### src/rtl/branch_unit.sv
// -----------------------------------------------------------------------------
// branch_unit
//   ID-stage initiator for the branch-condition compare path. It decodes a
//   branch, stalls the front end until the register operands it needs are
//   final, drives the shared signed comparator and publishes a one-cycle
//   resolution (taken, next_pc, flush). It also counts stall cycles
//   (saturating) for performance monitoring.
//
// Ports
//   clk, reset            rising-edge clock, synchronous active-high reset
//   valid_in              branch present in ID this cycle
//   opcode, rt_field      instruction[31:26] and instruction[20:16]
//   imm16, pc4            branch offset and branch address + 4
//   rs_val, rt_val        forwarded register values
//   rs_ready, rt_ready    forwarded value is final
//   cmp_a, cmp_b, cmp_s   registered operands/code to the comparator
//   cmp_out               comparator verdict (combinational from cmp_*)
//   stall                 freeze IF/ID (combinational)
//   resolve_valid         one-cycle resolution strobe
//   taken, next_pc, flush resolution payload, valid with resolve_valid
//   illegal               one-cycle pulse for a non-branch opcode
//   stall_cycles          saturating count of cycles with stall=1
// -----------------------------------------------------------------------------
module branch_unit (
  input  logic        clk,
  input  logic        reset,
  input  logic        valid_in,
  input  logic [5:0]  opcode,
  input  logic [4:0]  rt_field,
  input  logic [15:0] imm16,
  input  logic [31:0] pc4,
  input  logic [31:0] rs_val,
  input  logic [31:0] rt_val,
  input  logic        rs_ready,
  input  logic        rt_ready,
  output logic [31:0] cmp_a,
  output logic [31:0] cmp_b,
  output logic [2:0]  cmp_s,
  input  logic        cmp_out,
  output logic        stall,
  output logic        resolve_valid,
  output logic        taken,
  output logic [31:0] next_pc,
  output logic        flush,
  output logic        illegal,
  output logic [15:0] stall_cycles
);

  typedef enum logic [1:0] {
    S_IDLE = 2'd0,
    S_WAIT = 2'd1,
    S_EVAL = 2'd2,
    S_DONE = 2'd3
  } state_t;

  localparam logic [2:0] CMP_EQ = 3'b000;
  localparam logic [2:0] CMP_GT = 3'b001;
  localparam logic [2:0] CMP_LT = 3'b010;
  localparam logic [2:0] CMP_GE = 3'b011;
  localparam logic [2:0] CMP_LE = 3'b100;

  state_t      state_q, state_d;
  logic [31:0] cmp_a_q, cmp_a_d;
  logic [31:0] cmp_b_q, cmp_b_d;
  logic [2:0]  cmp_s_q, cmp_s_d;
  logic [2:0]  sel_s_q, sel_s_d;       // compare code held while waiting
  logic        inv_q, inv_d;
  logic        needs_rt_q, needs_rt_d;
  logic [15:0] imm16_q, imm16_d;
  logic [31:0] pc4_q, pc4_d;
  logic        resolve_valid_q, resolve_valid_d;
  logic        taken_q, taken_d;
  logic [31:0] next_pc_q, next_pc_d;
  logic        flush_q, flush_d;
  logic        illegal_q, illegal_d;
  logic [15:0] stall_cycles_q, stall_cycles_d;

  logic        dec_legal_s;
  logic [2:0]  dec_s_s;
  logic        dec_inv_s;
  logic        dec_needs_rt_s;
  logic        accept_s;
  logic        acc_ready_s;
  logic        wait_ready_s;
  logic        take_s;
  logic [31:0] target_s;
  logic        stall_s;

  // Decode the incoming instruction into compare code, inversion and operand needs.
  always_comb begin
    dec_legal_s    = 1'b0;
    dec_s_s        = CMP_EQ;
    dec_inv_s      = 1'b0;
    dec_needs_rt_s = 1'b0;
    case (opcode)
      6'b000100: begin // beq
        dec_legal_s    = 1'b1;
        dec_needs_rt_s = 1'b1;
      end
      6'b000101: begin // bne: equality compare, inverted
        dec_legal_s    = 1'b1;
        dec_inv_s      = 1'b1;
        dec_needs_rt_s = 1'b1;
      end
      6'b000111: begin // bgtz
        dec_legal_s = 1'b1;
        dec_s_s     = CMP_GT;
      end
      6'b000110: begin // blez
        dec_legal_s = 1'b1;
        dec_s_s     = CMP_LE;
      end
      6'b000001: begin // REGIMM: rt_field picks the variant
        case (rt_field)
          5'b00001: begin // bgez
            dec_legal_s = 1'b1;
            dec_s_s     = CMP_GE;
          end
          5'b00000: begin // bltz
            dec_legal_s = 1'b1;
            dec_s_s     = CMP_LT;
          end
          default: begin
            dec_legal_s = 1'b0;
          end
        endcase
      end
      default: begin
        dec_legal_s = 1'b0;
      end
    endcase
  end

  // Handshake terms shared by the next-state logic and the stall output.
  always_comb begin
    accept_s     = valid_in & ((state_q == S_IDLE) | (state_q == S_DONE));
    acc_ready_s  = rs_ready & (rt_ready | ~dec_needs_rt_s);
    wait_ready_s = rs_ready & (rt_ready | ~needs_rt_q);
    take_s       = cmp_out ^ inv_q;
    target_s     = pc4_q + {{14{imm16_q[15]}}, imm16_q, 2'b00};
    stall_s      = (accept_s & dec_legal_s) | (state_q == S_WAIT) | (state_q == S_EVAL);
  end

  // Next-state and next-output computation for the branch resolution FSM.
  always_comb begin
    state_d         = state_q;
    cmp_a_d         = cmp_a_q;
    cmp_b_d         = cmp_b_q;
    cmp_s_d         = cmp_s_q;
    sel_s_d         = sel_s_q;
    inv_d           = inv_q;
    needs_rt_d      = needs_rt_q;
    imm16_d         = imm16_q;
    pc4_d           = pc4_q;
    // Resolution payload is a one-cycle strobe, zero whenever not resolving.
    resolve_valid_d = 1'b0;
    taken_d         = 1'b0;
    next_pc_d       = 32'h0000_0000;
    flush_d         = 1'b0;
    illegal_d       = accept_s & ~dec_legal_s;

    case (state_q)
      S_IDLE, S_DONE: begin
        if (accept_s && dec_legal_s) begin
          sel_s_d    = dec_s_s;
          inv_d      = dec_inv_s;
          needs_rt_d = dec_needs_rt_s;
          imm16_d    = imm16;
          pc4_d      = pc4;
          if (acc_ready_s) begin
            cmp_a_d = rs_val;
            cmp_b_d = dec_needs_rt_s ? rt_val : 32'h0000_0000;
            cmp_s_d = dec_s_s;
            state_d = S_EVAL;
          end else begin
            state_d = S_WAIT;
          end
        end else begin
          state_d = S_IDLE;
        end
      end
      S_WAIT: begin
        // Live forwarded values are used; there is deliberately no timeout.
        if (wait_ready_s) begin
          cmp_a_d = rs_val;
          cmp_b_d = needs_rt_q ? rt_val : 32'h0000_0000;
          cmp_s_d = sel_s_q;
          state_d = S_EVAL;
        end else begin
          state_d = S_WAIT;
        end
      end
      S_EVAL: begin
        resolve_valid_d = 1'b1;
        taken_d         = take_s;
        flush_d         = take_s;
        next_pc_d       = take_s ? target_s : pc4_q;
        state_d         = S_DONE;
      end
      default: begin
        state_d = S_IDLE;
      end
    endcase

    if (stall_s && (stall_cycles_q != 16'hFFFF)) begin
      stall_cycles_d = stall_cycles_q + 16'd1;
    end else begin
      stall_cycles_d = stall_cycles_q;
    end
  end

  // State and registered outputs, synchronously cleared by reset.
  always_ff @(posedge clk) begin
    if (reset) begin
      state_q         <= S_IDLE;
      cmp_a_q         <= 32'h0000_0000;
      cmp_b_q         <= 32'h0000_0000;
      cmp_s_q         <= 3'b000;
      sel_s_q         <= 3'b000;
      inv_q           <= 1'b0;
      needs_rt_q      <= 1'b0;
      imm16_q         <= 16'h0000;
      pc4_q           <= 32'h0000_0000;
      resolve_valid_q <= 1'b0;
      taken_q         <= 1'b0;
      next_pc_q       <= 32'h0000_0000;
      flush_q         <= 1'b0;
      illegal_q       <= 1'b0;
      stall_cycles_q  <= 16'h0000;
    end else begin
      state_q         <= state_d;
      cmp_a_q         <= cmp_a_d;
      cmp_b_q         <= cmp_b_d;
      cmp_s_q         <= cmp_s_d;
      sel_s_q         <= sel_s_d;
      inv_q           <= inv_d;
      needs_rt_q      <= needs_rt_d;
      imm16_q         <= imm16_d;
      pc4_q           <= pc4_d;
      resolve_valid_q <= resolve_valid_d;
      taken_q         <= taken_d;
      next_pc_q       <= next_pc_d;
      flush_q         <= flush_d;
      illegal_q       <= illegal_d;
      stall_cycles_q  <= stall_cycles_d;
    end
  end

  assign cmp_a         = cmp_a_q;
  assign cmp_b         = cmp_b_q;
  assign cmp_s         = cmp_s_q;
  assign stall         = stall_s;
  assign resolve_valid = resolve_valid_q;
  assign taken         = taken_q;
  assign next_pc       = next_pc_q;
  assign flush         = flush_q;
  assign illegal       = illegal_q;
  assign stall_cycles  = stall_cycles_q;

endmodule

### config.mk
export PLATFORM = sky130hd
export DESIGN_NAME = branch_unit
export DESIGN_NICKNAME = d
export VERILOG_FILES = /design/src/rtl/branch_unit.sv
export SDC_FILE = /design/constraint.sdc
export NUM_CORES = 1
export LEC_CHECK = 0
export CAP_MARGIN = 20
export CORE_UTILIZATION = 47
export DETAILED_ROUTE_END_ITERATION = 10
export PLACE_DENSITY = 0.81
export REMOVE_ABC_BUFFERS = 1
export SLEW_MARGIN = 30
export SYNTH_ARGS = -nofsm -noshare
export SYNTH_HDL_FRONTEND = slang
export SYNTH_SLANG_ARGS = --single-unit
### constraint.sdc
create_clock -name clk -period 3.8 [get_ports clk]
set_clock_uncertainty 0.15 [all_clocks]
set_input_delay 0.76 -clock clk [delete_from_list [all_inputs] [get_ports clk]]
set_output_delay 0.76 -clock clk [all_outputs]
set_load 0.005 [all_outputs]
== Word level (Yosys, flattened, before mapping) ==
Cells that the tools add are included.

* Bits in registers: 173
* Output and inout bits: 120
* Logic and storage cells: 82

* Add/subtract/negate cells: 2
* Equal/unequal tests: 13
* Muxes and demuxes: 26
* Bitwise logic cells: 15
* Reduce and logical (&&, ||, !) cells: 12

{| class="wikitable"
|+ Operators by type and width
! kind !! number
|-
| 2-to-1 mux 32 bit || 9
|-
| case mux 32 bit (2 select lines) || 2
|-
| adder 32 bit || 1
|-
| equality test 6 x 3 -> 1 bit, second input constant || 4
|-
| adder 16 x 1 -> 16 bit, second input constant || 1
|-
| != test 16 bit, second input constant || 1
|-
| 2-to-1 mux 3 bit || 3
|-
| case mux 3 bit (3 select lines) || 1
|-
| OR reduction 2 bit || 4
|-
| equality test 6 x 1 -> 1 bit, second input constant || 1
|-
| 2-to-1 mux 2 bit || 3
|-
| != test 2 bit, second input constant || 3
|-
| case mux 2 bit (3 select lines) || 1
|-
| case mux 3 bit (2 select lines) || 1
|-
| bitwise AND 1 bit || 5
|-
| equality test 5 x 1 -> 1 bit, second input constant || 1
|-
| logical NOT 5 bit || 1
|-
| bitwise OR 1 bit || 5
|-
| equality test 2 bit, second input constant || 2
|-
| 2-to-1 mux 1 bit || 4
|-
| NOT 1 bit || 4
|-
| case mux 2 bit (2 select lines) || 1
|-
| AND reduction 4 bit || 1
|-
| OR reduction 4 bit || 1
|-
| other kinds (7) || 8
|}

== Longest topological paths before layout ==
Gate-level depths: netlist (run 1).

* Depth in word-level cells: 9
* Depth in mapped cells: 12
* Depth with buffers taken out: 10

== Least setup slack after synthesis (run 1) ==
No wires, ideal clock.

* Kind: input-to-output
* Start: input rt_field[2]
* End: output stall
* Arrival time: 2,242 ps
* Data required time: 2,890 ps
* Setup slack: 648 ps
* Stages on the path: 6
* Cell sequence: or4b_4 nor4_4 o2111ai_4 clkbuf_1 clkbuf_1 nand2_1

* Cells in the longest elaborated chain, start to end: 7
* Elaborated cells between the ends (all ways): 8

{| class="wikitable"
|+ RTL lines
! what !! line !! RTL
|-
| start: declaration || 29 || <nowiki>input logic [4:0] rt_field,</nowiki>
|-
| equality test 5 x 1 -> 1 bit or logical NOT 5 bit (tied branches) || 114 || <nowiki>case (rt_field)</nowiki>
|-
| OR reduction 2 bit (no line) * || n/a ||
|-
| 2-to-1 mux 1 bit * || 114 ||
|-
| case mux 1 bit (2 select lines) * || 95 || <nowiki>case (opcode)</nowiki>
|-
| bitwise AND 1 bit * || 141 || <nowiki>stall_s = (accept_s & dec_legal_s) | (state_q == S_WAIT) | (state_q == S_EVAL);</nowiki>
|-
| bitwise OR 1 bit * (2 in series) || 141 ||
|-
| end: declaration || 40 || <nowiki>output logic stall,</nowiki>
|}

Mark *: on every way between the ends. The rest lies on a longest branch, timed or not.

== Worst setup path in the final report (run 1) ==
* Start: input rt_field[2]
* End: register cmp_b_q[6] (netlist: cmp_b[6])

* Cells in the longest elaborated chain, start to end: 7
* Elaborated cells between the ends (all ways): 8

{| class="wikitable"
|+ RTL lines
! what !! line !! RTL
|-
| equality test 5 x 1 -> 1 bit or logical NOT 5 bit (tied branches) || 114 ||
|-
| OR reduction 2 bit (no line) * || n/a ||
|-
| 2-to-1 mux 1 bit * || 114 ||
|-
| case mux 1 bit (2 select lines) * || 95 ||
|-
| logical AND 1 bit * || 164 || <nowiki>if (accept_s && dec_legal_s) begin</nowiki>
|-
| != test 2 bit (no line) * || n/a ||
|-
| AND reduction 4 bit (no line) * || n/a ||
|-
| end signal: assignment || 233 || <nowiki>cmp_b_q <= cmp_b_d;</nowiki>
|-
| end: declaration || 64 || <nowiki>logic [31:0] cmp_b_q, cmp_b_d;</nowiki>
|}

Marked as above.
A chain may end at the register's enable or synchronous reset.

==> results.toml, run 1 <==
[routing]
routed_wire_length_per_instance_um = 15.8
route.final.wire_length_um = 22900
route.detailed.vias_per_inst = 5.45
final_antenna_net_count = 0
drt_drc_violations_left = 0
route.vias.total = 7902
first_iter_violations = 523
detail_route.first_pass.iterations = 5

[run]
cap_viol_max_count = 0

[clock_tree]
numCtsBuffers = 17
clock_tree_from_tritoncts = "built"
clock_tree.htree_level_count = 4
root_buffer = "sky130_fd_sc_hd__clkbuf_16"
clockBufferDepth = 2
path_clk_slew_ns = 0.06
cts_hold_buffers = 0
worstSkewPairLatency_ns = 0.43
clock_sink_count = 173

[sta]
holdWs_ns = 0.299
relative_slew_margins_pct = 40.0
worst_slew_pin_slew_ns = 0.900
fin_tns_setup_ns = 0
finalHoldViolations = 0
slew_viol_final = 0
final_period_utilization_pct = 92.9
max_freq_ghz = 0.283
final-setup-viol-count = 0
setup_repair_after_global_routing_missed_its_margin = "false"
final_period_minus_worst_setup_slack_ns = 3.53

[setup_path]
critical-path-max-stage-delay_ns = 0.55
criticalPathCategory = "primary input to register"
cp-start-kind = "primary input"
critPathArrivalTime_ns = 3.65
endpoint_kind = "register"
destination_of_the_worst_register_to_register_timing_path = "next_pc[31]$_SDFF_PP0_"
cpMaxStageDelayCell = "sky130_fd_sc_hd__or4b_4"
rr_startpoint = "imm16_q[15]$_SDFFE_PP0P_"
largest_delay_contributor_family_on_the_critical_path = "simple AND/OR/NAND/NOR gates"
worst_r2r_path_depth = 9
worst-endpoint-required_ns = 3.92
cp_num_buf_inv = 3
reg2reg_setup_slack_ns = 0.73
timing.critical_path.fanout_max = 58
cp_cell_sequence = "clkdlybuf4s50_1 > or4b_4 > nor4_4 > o2111ai_4 > buf_4 > o21ai_1 > nand2_1 > and2_2 > buf_4 > nand2_1 > a21oi_1"

[hold_path]
holdCritPathClass = "register to register"
min_delay_path_depth = 2
hold_worst_path_end = "pc4_q[0]$_SDFFE_PP0P_"
hold_path_startpoint = "pc4_q[0]$_SDFFE_PP0P_"

[outcome]
run_status = "finished clean"

[yosys]
synthArstFlopShare_pct = 0
postSynth.topFlopCell = "sky130_fd_sc_hd__dfxtp_1"
dominant_cells_by_area_after_synthesis = "sky130_fd_sc_hd__dfxtp_1 44%, sky130_fd_sc_hd__nand2_1 12%, sky130_fd_sc_hd__a21oi_1 11%"
syn-cell-area_mm2 = 0.00788
yosys_warns = 0
synth_area_per_cell_um2 = 7.90
synthesized_instance_count = 998
synth_top_cell_area_share_pct = 43.9
synth_largest_area_cell = "sky130_fd_sc_hd__dfxtp_1"
netlist-cell-type-count = 56
synth-seq-area-share_pct = 43.9
post_synth_most_frequent_cells = "256 x sky130_fd_sc_hd__nand2_1, 173 x sky130_fd_sc_hd__dfxtp_1, 169 x sky130_fd_sc_hd__a21oi_1"
synth-edff-count = 0
postSynthRegisterBits = 173
yosysMostFrequentCell = "sky130_fd_sc_hd__nand2_1"

[power_and_ir_drop]
total_leakage_power_nw = 4.06
clock_power_share_pct = 46.5
post-layout-total-power_w = 0.00391
switching_share_pct = 21.9
p_per_area_mw_per_mm2 = 350
pwr-share-seq_pct = 46.9
power_switching_w = 0.000855
pwr-share-comb_pct = 6.6
internal-power_w = 0.00305
vdd_ir_drop_max_uv = 316

[place]
placed_cell_area_mm2 = 0.0105
gp_routability_congestion = 0.863
dp_hpwl_um = 16000
placed_cells = 1418
numPortBuffers = 248

[grt]
pin_count_of_the_biggest_net_entering_global_routing = 85
grt_first_pass_wirelength_um = 37800
grt_overflow = 0
globalRouteTotalUtil_pct = 26.8
antenna_found_initial = 0
via_count_of_the_first_global_routing_pass = 7780

[die]
io_pins = 249
die_w_um = 131
initial_utilization_pct = 48.9
floorplan.core_area_mm2 = 0.0161
num_rows = 46
die_height_um = 131
die_footprint_mm2 = 0.0173

[finish]
final_design_area_no_fill_mm2 = 0.0112
nets = 1384
insertedDiodeCount = 0
count_of_non_filler_cells_in_the_finished_layout = 1451
drive_above_1_share_pct = 5.26
area_growth_pct = 41.8
==> timing repair <==
item,in CTS,in global routing
gates resized for setup,0,3
setup buffers,0,1
setup endpoints to repair,0,1
==> power groups by stage <==
stage / logic, W / registers, W / clock network [W]
final: 0.000259 / 0.00183 / 0.00182
after global routing: 0.000280 / 0.00183 / 0.00192
after CTS: 0.000259 / 0.00183 / 0.00184
after detailed placement: 0.000257 / 0.00187 / 0
after global placement: 0.000255 / 0.00187 / 0
after floorplan: 0.0000603 / 0.00187 / 0
==> tightest hold or removal path, stage by stage (launching register included) <==
cell                      delay (ns)
sky130_fd_sc_hd__dfxtp_1        0.30
sky130_fd_sc_hd__nand2_1        0.05
sky130_fd_sc_hd__a21oi_1        0.05
==> state kept, by name, indices dropped and copies added, names as in the netlist, 2 cells and up <==
register	count
cmp_a	32
cmp_s	3
sel_s_q	3
next_pc	32
imm16_q	16
stall_cycles	16
pc4_q	32
state_q	2
cmp_b	32
==> metrics by stage <==
stage / setup WS [ns] / util [%]
floorplan: -0.555 / -
global placement: 0.0623 / 65.4
detailed placement: -0.0546 / 65.4
CTS: 0.0467 / 69.2
global route: 0.0566 / 69.3
finish: 0.269 / 69.3
==> area by class of cell <==
type / instances / area (um2)
clock buffers: 20 / 457
clock inverters: 12 / 161
fillers: 1288 / 4940
inverters: 18 / 67.6
multi-input cells: 746 / 4120
flip-flops and latches: 173 / 3460
well taps: 216 / 270
repair buffers: 266 / 2630
==> placed cells by master, fill, tap and decap left out, types with 17 or more instances in the layout <==
| cell | instances |
|---|---|
| sky130_fd_sc_hd__clkdlybuf4s50_1 | 245 |
| sky130_fd_sc_hd__nor2_1 | 46 |
| sky130_fd_sc_hd__nand2_1 | 254 |
| sky130_fd_sc_hd__o21ai_0 | 25 |
| sky130_fd_sc_hd__a21oi_1 | 169 |
| sky130_fd_sc_hd__buf_4 | 18 |
| sky130_fd_sc_hd__clkbuf_16 | 17 |
| sky130_fd_sc_hd__inv_1 | 18 |
| sky130_fd_sc_hd__nand3_1 | 60 |
| sky130_fd_sc_hd__xor2_1 | 18 |
| sky130_fd_sc_hd__dfxtp_1 | 173 |
| sky130_fd_sc_hd__ha_1 | 32 |
==> routing by layer <==
layer / global-route usage (%) / routed length, um / vias to the layer above
li1: - / - / 3867
met5: 0 / 0 / -
met4: 10.7 / 632 / 0
met1: 29.9 / 9150 / 3667
met2: 47.0 / 11300 / 323
met3: 8.49 / 1790 / 45
==> worst max path at each step <==
stage                start                     end  slack, ns  depth (start not counted)
6_report       rt_field[2]   cmp_b[6]$_SDFFE_PP0P_       0.27                         11
5_1_grt          opcode[0]   cmp_b[6]$_SDFFE_PP0P_       0.06                         11
4_1_cts          opcode[1]                   stall       0.05                          6
3_5_place_dp     opcode[1]   cmp_b[6]$_SDFFE_PP0P_      -0.05                         11
3_3_place_gp     opcode[1]  cmp_a[12]$_SDFFE_PP0P_       0.06                         11
2_1_floorplan  rt_field[2]   cmp_s[1]$_SDFFE_PP0P_      -0.56                          7
==> cell families after synthesis <==
logic type / Yosys count / synth area share, %
simple gates: 404 / 21.9
fa+ha+maj: 33 / 5.33
mux: 3 / 0.381
xor+xnor: 35 / 3.89
flops: 173 / 43.9
compound gates: 271 / 20.4
buf+inv: 79 / 4.11
Power figures use the tool's default switching activity.
==> run 2, diff against run 1 <==
--- a/config.mk
+++ b/config.mk
@@ -6,11 +6,12 @@
 export NUM_CORES = 1
 export LEC_CHECK = 0
 export CAP_MARGIN = 20
-export CORE_UTILIZATION = 47
+export CORE_MARGIN = 4
+export CORE_UTILIZATION = 51
 export DETAILED_ROUTE_END_ITERATION = 10
-export PLACE_DENSITY = 0.81
+export DONT_BUFFER_PORTS = 1
+export PLACE_DENSITY = 0.66
 export REMOVE_ABC_BUFFERS = 1
-export SLEW_MARGIN = 30
 export SYNTH_ARGS = -nofsm -noshare
 export SYNTH_HDL_FRONTEND = slang
 export SYNTH_SLANG_ARGS = --single-unit
==> results.toml, run 2 (synthesis results as in run 1) <==
[sta]
setup_repair_after_global_routing_missed_its_margin = "false"
slew_viol_final = 0
final_period_minus_worst_setup_slack_ns = 3.06
final_period_utilization_pct = 80.5
finalHoldViolations = 0
relative_slew_margins_pct = 53.1
max_freq_ghz = 0.327
worst_slew_pin_slew_ns = 0.703
final-setup-viol-count = 0

[clock_tree]
root_buffer = "sky130_fd_sc_hd__clkbuf_16"
clock_tree.htree_level_count = 4
clock_tree_from_tritoncts = "built"
worstSkewPairLatency_ns = 0.43
numCtsBuffers = 17
clock_sink_count = 173
post_cts.repair.setup_buffers = 0
clockBufferDepth = 2
cts_hold_buffers = 0
path_clk_slew_ns = 0.08
post_cts_resized = 0

[place]
gp_routability_congestion = 0.889
placed_cells = 1136
numPortBuffers = 0
dp_hpwl_um = 14100

[setup_path]
endpoint_kind = "register"
critPathArrivalTime_ns = 3.21
cp-start-kind = "register"
worst-endpoint-required_ns = 3.95
timing.critical_path.fanout_max = 4
timing.critical_path.mode_cell = "sky130_fd_sc_hd__o211ai_1"
criticalPathCategory = "register to register"
largest_delay_contributor_family_on_the_critical_path = "compound AO/OA/AOI/OAI gates"
worst_r2r_path_depth = 10
crit_cells = 10
critical-path-max-stage-delay_ns = 0.44
cp_cell_sequence = "ha_1 > fa_1 > a211oi_1 > o21bai_1 > o211ai_1 > o211a_1 > o211ai_1 > a41oi_1 > xor2_1 > o21ai_0"
cpMaxStageDelayCell = "sky130_fd_sc_hd__fa_1"
cp_num_buf_inv = 0

[routing]
final_antenna_net_count = 0
detail_route.first_pass.iterations = 5
route.final.wire_length_um = 20300
route.detailed.vias_per_inst = 5.69
route.vias.total = 6648
first_iter_violations = 437
routed_wire_length_per_instance_um = 17.4
drt_drc_violations_left = 0

[run]
cap_viol_max_count = 0

[outcome]
run_status = "finished clean"

[die]
die_w_um = 132
die_height_um = 132
floorplan.core_area_mm2 = 0.0151
num_rows = 45
die_footprint_mm2 = 0.0175
initial_utilization_pct = 52.0
io_pins = 249

[power_and_ir_drop]
total_leakage_power_nw = 3.07
p_per_area_mw_per_mm2 = 422
vdd_ir_drop_max_uv = 301

[finish]
nets = 1129
area_growth_pct = 8.75
most-common-layout-cells = "255 x sky130_fd_sc_hd__nand2_1, 173 x sky130_fd_sc_hd__dfxtp_1, 169 x sky130_fd_sc_hd__a21oi_1, 60 x sky130_fd_sc_hd__nand3_1, 46 x sky130_fd_sc_hd__nor2_1"
drive_above_1_share_pct = 5.82
seq_area_mm2 = 0.00346
final_core_util_pct = 56.6
insertedDiodeCount = 0
multi_input_comb_area_mm2 = 0.00412
count_of_non_filler_cells_in_the_finished_layout = 1168
layout.filler_cells = 1432
layout_commonest_cell = "sky130_fd_sc_hd__nand2_1"

[grt]
grt_overflow = 0
antenna_found_initial = 0
via_count_of_the_first_global_routing_pass = 6377
grt_first_pass_wirelength_um = 32900
pin_count_of_the_biggest_net_entering_global_routing = 141
globalRouteTotalUtil_pct = 22.9

[hold_path]
holdCritPathClass = "primary input to register"
min_delay_path_depth = 1
run 2: area by class of cell:
cell class              count  share of cell area, %
multi-input cells         746                   48.0
clock buffers              18                   5.12
inverters                  18                  0.788
well taps                 188                   2.74
repair buffers             11                   1.26
flip-flops and latches    173                   40.4
clock inverters            14                   1.64
run 2: where the power goes:
part | internal, W | total [W] | leakage (nW) | switching [W]
Sequential | 0.00182 | 0.00183 | 1.39 | 0.00000965
Clock | 0.000892 | 0.00171 | 0.280 | 0.000813
Combinational | 0.0000292 | 0.0000831 | 1.40 | 0.0000539
run 2: worst paths after layout:
path                                               from                endpoint  slack, ns
worst max-delay path            imm16_q[0]$_SDFFE_PP0P_  next_pc[26]$_SDFF_PP0_       0.74
worst max register to register  imm16_q[0]$_SDFFE_PP0P_  next_pc[26]$_SDFF_PP0_       0.74
worst min register to register    pc4_q[1]$_SDFFE_PP0P_   pc4_q[1]$_SDFFE_PP0P_       0.30
worst min-delay path                              reset  cmp_b[23]$_SDFFE_PP0P_       0.24
run 2: layer usage:
metal	global-route usage, %	share of wire [%]
met5	0	0
met4	7.04	1.5
met3	7.94	7.6
met2	39.3	49
met1	27.1	41
run 2: stage by stage:
step / worst slack, ns / hold WS, ns / setup TNS [ns] / total power [W] / area, um2
floorplan: -0.555 / 0.276 / -35.68 / 0.00193 / 7620
global placement: 0.704 / 0.285 / 0 / 0.00196 / 7990
detailed placement: 0.658 / 0.288 / 0 / 0.00196 / 7990
CTS: 0.742 / 0.228 / 0 / 0.00365 / 8570
global route: 0.591 / 0.216 / 0 / 0.00374 / 8570
finish: 0.740 / 0.242 / 0 / 0.00362 / 8570
